## src/rtl/sample_wave_gen.sv

```systemverilog
// sample_wave_gen: phase-accumulator sample synthesiser with valid/ready output and ideal square reference
module sample_wave_gen #(
    parameter int DROP_W = 8
) (
    input  logic              clk,
    input  logic              rst,
    input  logic              start,
    input  logic              stop,
    input  logic [31:0]       cfg_phase_inc,
    input  logic [15:0]       cfg_amplitude,
    input  logic [31:0]       cfg_offset,
    input  logic [1:0]        cfg_shape,
    input  logic [15:0]       cfg_div,
    output logic [31:0]       sample_out,
    output logic              sample_valid,
    input  logic              sample_ready,
    output logic              square_ref,
    output logic              busy,
    output logic              saturated,
    output logic [DROP_W-1:0] dropped_cnt
);
    typedef enum logic [1:0] {IDLE, RUN, DRAIN} state_t;

    localparam logic signed [33:0] S_MAX = 34'sd2147483647;
    localparam logic signed [33:0] S_MIN = -34'sd2147483648;

    state_t             state, state_nxt;
    logic [31:0]        inc_r, off_r, phase;
    logic [15:0]        amp_r, div_r, div_cnt;
    logic [1:0]         shape_r;
    logic               tick, accept, load, drop;
    logic [14:0]        q;
    logic signed [16:0] q_s, w;
    logic signed [33:0] p, s;
    logic               clip_hi, clip_lo;
    logic [31:0]        s_clip;

    assign tick   = state == RUN && div_cnt == div_r;
    assign accept = sample_valid && sample_ready;
    assign load   = tick && (!sample_valid || accept);
    assign drop   = tick && sample_valid && !sample_ready;
    assign busy   = state != IDLE;

    // state register
    always_ff @(posedge clk) begin
        if (rst) state <= IDLE;
        else     state <= state_nxt;
    end

    // next state: DRAIN leaves once nothing is pending or the pending sample transfers
    always_comb begin
        state_nxt = state;
        case (state)
            IDLE:    state_nxt = start ? RUN : IDLE;
            RUN:     state_nxt = stop ? DRAIN : RUN;
            DRAIN:   state_nxt = (!sample_valid || accept) ? IDLE : DRAIN;
            default: state_nxt = IDLE;
        endcase
    end

    // waveform value from phase, scaled by amplitude, offset and clamped to 32 bits
    always_comb begin
        q       = phase[30:16];
        q_s     = signed'({2'b00, q});
        w       = cfg_shape_val(shape_r, phase[31], q_s, phase[31:17]);
        p       = $signed({18'd0, amp_r}) * $signed({{17{w[16]}}, w});
        s       = $signed({{2{off_r[31]}}, off_r}) + (p >>> 14);
        clip_hi = s > S_MAX;
        clip_lo = s < S_MIN;
        s_clip  = clip_hi ? 32'h7FFF_FFFF : clip_lo ? 32'h8000_0000 : s[31:0];
    end

    function automatic logic signed [16:0] cfg_shape_val(input logic [1:0] sh, input logic neg,
                                                         input logic signed [16:0] qv, input logic [14:0] saw);
        return sh == 2'd0 ? (neg ? -17'sd16384 : 17'sd16384) :
               sh == 2'd1 ? (neg ? 17'sd16383 - qv : qv - 17'sd16384) :
               sh == 2'd2 ? signed'({{2{saw[14]}}, saw}) : 17'sd0;
    endfunction

    // config latch, phase accumulator and sample-rate divider
    always_ff @(posedge clk) begin
        if (rst) begin
            inc_r   <= '0;
            off_r   <= '0;
            amp_r   <= '0;
            div_r   <= '0;
            shape_r <= '0;
            phase   <= '0;
            div_cnt <= '0;
        end else if (state == IDLE && start) begin
            inc_r   <= cfg_phase_inc;
            off_r   <= cfg_offset;
            amp_r   <= cfg_amplitude;
            div_r   <= cfg_div;
            shape_r <= cfg_shape;
            phase   <= '0;
            div_cnt <= '0;
        end else if (state == RUN) begin
            div_cnt <= tick ? '0 : div_cnt + 16'd1;
            if (tick) phase <= phase + inc_r;
        end
    end

    // output register, handshake, sticky saturation and saturating drop counter
    always_ff @(posedge clk) begin
        if (rst) begin
            sample_out   <= '0;
            sample_valid <= 1'b0;
            square_ref   <= 1'b1;
            saturated    <= 1'b0;
            dropped_cnt  <= '0;
        end else begin
            if (state == IDLE && start) begin
                saturated   <= 1'b0;
                dropped_cnt <= '0;
            end
            if (load) begin
                sample_out   <= s_clip;
                square_ref   <= ~phase[31];
                sample_valid <= 1'b1;
                if (clip_hi || clip_lo) saturated <= 1'b1;
            end else if (accept) begin
                sample_valid <= 1'b0;
            end
            if (drop && dropped_cnt != '1) dropped_cnt <= dropped_cnt + DROP_W'(1);
        end
    end
endmodule

```

## config.mk

```make
export PLATFORM = sky130hd
export DESIGN_NAME = sample_wave_gen
export DESIGN_NICKNAME = d
export VERILOG_FILES = /design/src/rtl/sample_wave_gen.sv
export SDC_FILE = /design/constraint.sdc
export NUM_CORES = 1
export LEC_CHECK = 0
export ABC_AREA = 1
export ABC_CLOCK_PERIOD_IN_PS = 12300
export CAP_MARGIN = 20
export CORE_MARGIN = 5
export CORE_UTILIZATION = 58
export CTS_CLUSTER_SIZE = 10
export DETAILED_ROUTE_END_ITERATION = 16
export PLACE_DENSITY = 0.79
export SLEW_MARGIN = 5
export SYNTH_ARGS = -nofsm -noshare
export SYNTH_HDL_FRONTEND = slang
export SYNTH_SLANG_ARGS = --single-unit
```

## constraint.sdc

```tcl
create_clock -name clk -period 12.3 [get_ports clk]
set_input_delay 2.46 -clock clk [delete_from_list [all_inputs] [get_ports clk]]
set_output_delay 2.46 -clock clk [all_outputs]
set_load 0.05 [all_outputs]
```

# Word-level counts from Yosys, hierarchy flattened
# Index checks and enable logic that the tools add are counted.
# op_classes
n_reduce_logical	18
addsub	6
n_mux	19
n_mul	1
bitwise_logic	1
n_eq_ne	6
order_cmp	2
# op_table
cell	n
17-bit 2-to-1 mux	5
32-bit 2-to-1 mux	2
17-bit by 17-bit multiplier with 34-bit output	1
32-bit by 20-bit adder with 33-bit output	1
33-bit by 32-bit greater-than comparator with 1-bit output (second input constant)	1
33-bit by 32-bit less-than comparator with 1-bit output (second input constant)	1
32-bit adder	1
16-bit by 1-bit adder with 16-bit output (second input constant)	1
16-bit equality test	1
16-bit 2-to-1 mux	1
8-bit 2-to-1 mux	2
14-bit by 15-bit subtractor with 16-bit output (first input constant)	1
15-bit by 15-bit subtractor with 16-bit output (second input constant)	1
8-bit by 1-bit adder with 8-bit output (second input constant)	1
8-bit != test (second input constant)	1
1-bit logical AND	7
1-bit 2-to-1 mux	6
2-bit case mux with 3 select lines	1
2-bit nonzero test	3
2-bit by 1-bit equality test with 1-bit output (second input constant)	2
2-bit equality test (second input constant)	2
2-bit logical NOT	2
2-bit 2-to-1 mux	2
1-bit logical NOT	2
other kinds (4)	5
# word_totals
output_inout_bits	44
reg_bits	191
input_bits	103
elab_cells	66

# Logic depth before layout (Yosys ltp)
# logic_depth
depth_word	10
depth_mapped	48
mapped_depth_nobuf	46

# Worst setup path before layout
# OpenSTA, ideal clock, no wires.
# synth_path
path_type	register to register
start	register shape_r[0]
end	register sample_out[10]
stages_incl_launch_ff	41
path_slack_ns	4.602
synth_period_minus_slack_ns	7.698
n_path_buf	3
setup_time_ns	0.122
required_ns	12.178
arrival_ns	7.576
path_cell_list	dfxtp_1 > inv_1 > nand2_1 > clkbuf_1 > o21ai_0 > nand2_1 > inv_1 > clkbuf_1 > nand2_1 > fa_1 > inv_1 > fa_1 > inv_1 > fa_1 > inv_1 > fa_1 > fa_1 > inv_1 > [5 not listed] > inv_1 > nor3_1 > a21o_1 > nand3_1 > nand3_1 > nand2_1 > ha_1 > nand2_1 > inv_1 > a21oi_1 > nand2_1 > a21oi_2 > nand2_1 > nand2_1 > nand2_2 > a21oi_4 > buf_6 > a21oi_2
# synth_between
elab_chain_cells	9
word_cells_on_any_way	12
classes_between	add/sub: 1; mul: 1; order compare: 2; eq/ne: 2; mux: 5; reduce/logical: 1
# synth_rtl
element	line_no	text
start, declared	30	logic [1:0] shape_r;
start signal, assigned	95	shape_r <= cfg_shape;
2-bit equality test	77	sh == 2'd2 ? signed'({{2{saw[14]}}, saw}) : 17'sd0;
17-bit 2-to-1 mux	77	
17-bit 2-to-1 mux	76	sh == 2'd1 ? (neg ? 17'sd16383 - qv : qv - 17'sd16384) :
17-bit 2-to-1 mux (*)	75	return sh == 2'd0 ? (neg ? -17'sd16384 : 17'sd16384) :
17-bit by 17-bit multiplier with 34-bit output (*)	66	p = $signed({18'd0, amp_r}) * $signed({{17{w[16]}}, w});
32-bit by 20-bit adder with 33-bit output (*)	67	s = $signed({{2{off_r[31]}}, off_r}) + (p >>> 14);
33-bit by 32-bit less-than comparator with 1-bit output	69	clip_lo = s < S_MIN;
32-bit 2-to-1 mux	70	s_clip = clip_hi ? 32'h7FFF_FFFF : clip_lo ? 32'h8000_0000 : s[31:0];
32-bit 2-to-1 mux (*)	70	
end signal, assigned	118	sample_out <= s_clip;
end, declared	14	output logic [31:0] sample_out,
# Mark *: on every way between the ends. The rest lies on a longest branch, timed or not.
# A chain may end at the register's enable or synchronous reset.

# Worst setup path after layout
# layout_path
start	register phase[31]
end	register sample_out[21]
# layout_between
elab_chain_cells	8
word_cells_on_any_way	11
classes_between	add/sub: 1; mul: 1; order compare: 2; mux: 7
# layout_rtl
element	line_no	text
start, declared	28	logic [31:0] inc_r, off_r, phase;
start signal, assigned	100	if (tick) phase <= phase + inc_r;
17-bit 2-to-1 mux, on equally long branches	76, 77	
17-bit 2-to-1 mux	76	
17-bit 2-to-1 mux (*)	75	
17-bit by 17-bit multiplier with 34-bit output (*)	66	
32-bit by 20-bit adder with 33-bit output (*)	67	
33-bit by 32-bit less-than comparator with 1-bit output	69	
32-bit 2-to-1 mux	70	
32-bit 2-to-1 mux (*)	70	
# Marks and branches as above.

==> run_results.csv <==
group,metric,value,unit
outcome,status,"complete, no violations",
global_routing,grt_pass1_vias,19734,
global_routing,grt_usage,31.6,%
final_layout,final_cell_mix,"605 x nand2_1, 569 x inv_1, 466 x nor2_1, 210 x fa_1, 191 x dfxtp_1",
critical_path,endpoint_kind,"register",
clock_network,clk_latency,0.47,ns
placed_design,place_hpwl,52500,um
global_routing,grt_overflow_total,0,
final_layout,design_area,23800,um^2
sta,setup_viol_count_final,0,
logic_synthesis,ys_ff_latch,191,
clock_network,postCtsHoldBufs,0,
logic_synthesis,synth_fp_nets,3575,
sta,fin_crit,9.75,ns
sta,min_period_over_period,79.2,%
power,sequentialPowerShare,26.9,%
placed_design,gp_congestion,1.01,
clock_network,clock-sinks,191,
clock_network,cts_made_buffers,17,
clock_network,ctsResizeCount,0,
routing,firstDrtPassIters,6,
final_layout,final_cells,3633,
logic_synthesis,syn_avg_cell_area,6.98,um^2
sta,worst_pin_slew,1.05,ns
sta,slew_headroom,30.0,%
routing,vias,19959,
die,io_pins,147,
global_routing,grt_pass1_wl,103000,um
critical_path,crit_fanout,32,
critical_path,path_buf_inv,7,
critical_path,cp_slowest_cell,"dfxtp_1",
sta,fin_tns_setup,0,ns
final_layout,final_layout_size_suffix_gt1_share,3.44,%
power,p_leak,11.9,nW
placed_design,portBuffers,146,
routing,wl,65200,um
sta,slew_viol_final,0,
clock_network,cts_root_buffer,"clkbuf_16",
clock_network,cts.path.max_buffers,2,
power,combPwrFrac,48.7,%
critical_path,crit_arrival,10.15,ns
logic_synthesis,ys_types,54,
clock_network,h-tree-depth,4,
power,ir_drop,100,uV
placed_design,dp_cells,3600,
placed_design,pre_cts_ws,2.26,ns
critical_path,max_stage_delay,0.90,ns
logic_synthesis,synth_area_leaders,"fa_1 20%, dfxtp_1 18%, ha_1 11%, nand2_1 11%, inv_1 10%",
logic_synthesis,yosys.area.top_type_share,19.6,%
global_routing,grt_max_degree,83,
routing,dr_wl_met3,5610,um
sta,skew,0.0139,ns
critical_path,critPathMostFrequentCell,"nand2_1",
global_routing,antenna_found_initial,2,
power,finalPower,2.54,mW
critical_path,rr_startpoint,"phase[31]",
routing,drt_iter0_markers,1448,
clock_network,cts_setup_buffers,0,
routing,drtAntennaViolNets,0,
critical_path,crit_family,"adder cells",
run,max_cap_violations,0,
sta,rsz0062_at_grt,"false",
routing,route.met2.wl,29600,um
critical_path,start_kind,"register",
logic_synthesis,yosysSeqAreaShare,17.8,%
hold_path,hold_path.class,"reg2reg",
die,core,36600,um^2
clock_network,clk_pin_slew,0.09,ns
logic_synthesis,netlist_instances,3073,
final_layout,areaGrowthSynthToFinish,10.8,%
logic_synthesis,ys.warnings.count,0,
final_layout,fin_util,65.0,%
final_layout,fin_nets,3654,
logic_synthesis,yosys.area.top_type,"fa_1",
die,rows,70,
die,dieWidth,202,um
hold_path,hp-start,"saturated",
routing,drc,0,
routing,met1Wirelength,27400,um
placed_design,placed_cell_area,23100,um^2
routing,top_layer_used,"met5",
die,fp.dieArea,40900,um^2
final_layout,diodes,0,
routing,viasPerCell,5.49,
sta,holdWs,0.464,ns
power,p_int,1.35,mW
power,sw_frac_of_total,46.7,%
final_layout,final_common_cell,"nand2_1",
sta,hold_viol_final,0,
sta,layout_setup_ws,2.55,ns
clock_network,cts_tree,"yes",
die,initial_utilization,58.6,%
critical_path,crit_required,12.70,ns
die,die_y,202,um
logic_synthesis,syn-cell-area,21500,um^2
power,p_clk_share,24.3,%
power,power.density,107,nW/um^2
critical_path,crit_type,"reg2reg",
routing,wl_per_cell,17.9,um
critical_path,startpoint,"phase[31]",
sta,fmax,103,MHz
power,switching_power,1.19,mW
## kinds of logic (layout without fill, tap and decap cells)
logic type                 Yosys count  in the layout  synth area share (%)
DFF                                191            191                  17.8
xor gates and xnor gates            72             72                  2.94
adders and majority gates          399            399                  30.6
AOI/OAI and AO/OA                  467            467                  12.3
and+or+nand+nor                   1266           1266                  24.0
buffers and inverters              678            770                  12.3
## worst reg2reg max path: cells and delay by family (launching register included)
family	cells	cell delay, ns
AO/OA/AOI/OAI	7	1.31
adder cells (fa/ha/maj)	8	4.09
buffers and inverters	7	1.05
flip-flops	1	0.90
AND/OR/NAND/NOR	15	2.34
## routing by layer
| layer | track usage, % | vias to the layer above |
|---|---|---|
| li1 | - | 9665 |
| met1 | 41.9 | 9312 |
| met2 | 50.8 | 823 |
| met3 | 7.43 | 155 |
| met4 | 11.9 | 4 |
| met5 | 0 | - |
## power groups by stage
stage	clock network (mW)	registers, mW	logic, mW
after floorplan	0	0.683	0.873
after CTS	0.627	0.684	1.23
after global routing	0.652	0.688	1.38
after global placement	0	0.698	1.20
after detailed placement	0	0.699	1.22
final	0.618	0.685	1.24
## worst paths after layout
path	end	slack, ns	depth (start not counted)
worst max-delay path	sample_out[21]	2.55	37
worst min-delay path	saturated	0.46	2
worst max register to register	sample_out[21]	2.55	37
worst min register to register	saturated	0.46	2
## synth_stat cells, drive strengths merged
master / n
and3: 1
o21bai: 20
o22ai: 6
nand3: 107
o21ai: 200
nor3: 21
ha: 189
nor3b: 5
nand4: 17
a21boi: 5
fa: 210
o211ai: 5
o221ai: 1
nand3b: 8
a21oi: 197
buf: 24
nor2: 469
or2: 6
xnor2: 27
xor2: 45
o31ai: 1
nand2: 618
clkinv: 9
o311ai: 1
a31oi: 8
clkbuf: 70
and2: 5
dfxtp: 191
a31o: 1
a211oi: 2
o21a: 5
o32ai: 1
nor4: 9
inv: 575
a21o: 14
## flip-flops by register name, indices dropped and copies added (netlist names), 8 cells and up
name / flops
inc_r: 32
off_r: 32
phase: 32
sample_out: 32
amp_r: 16
div_cnt: 16
div_r: 16
dropped_cnt: 8
## layout make-up
type / count / area (um^2)
timing repair buffer: 154 / 1530
tap: 468 / 586
clock buffer: 17 / 425
multi-input combinational: 2204 / 15000
clock inverter: 15 / 216
inverter: 584 / 2190
sequential: 191 / 3820
fill: 3309 / 12800
No activity file was read; power rests on OpenSTA's default activity.
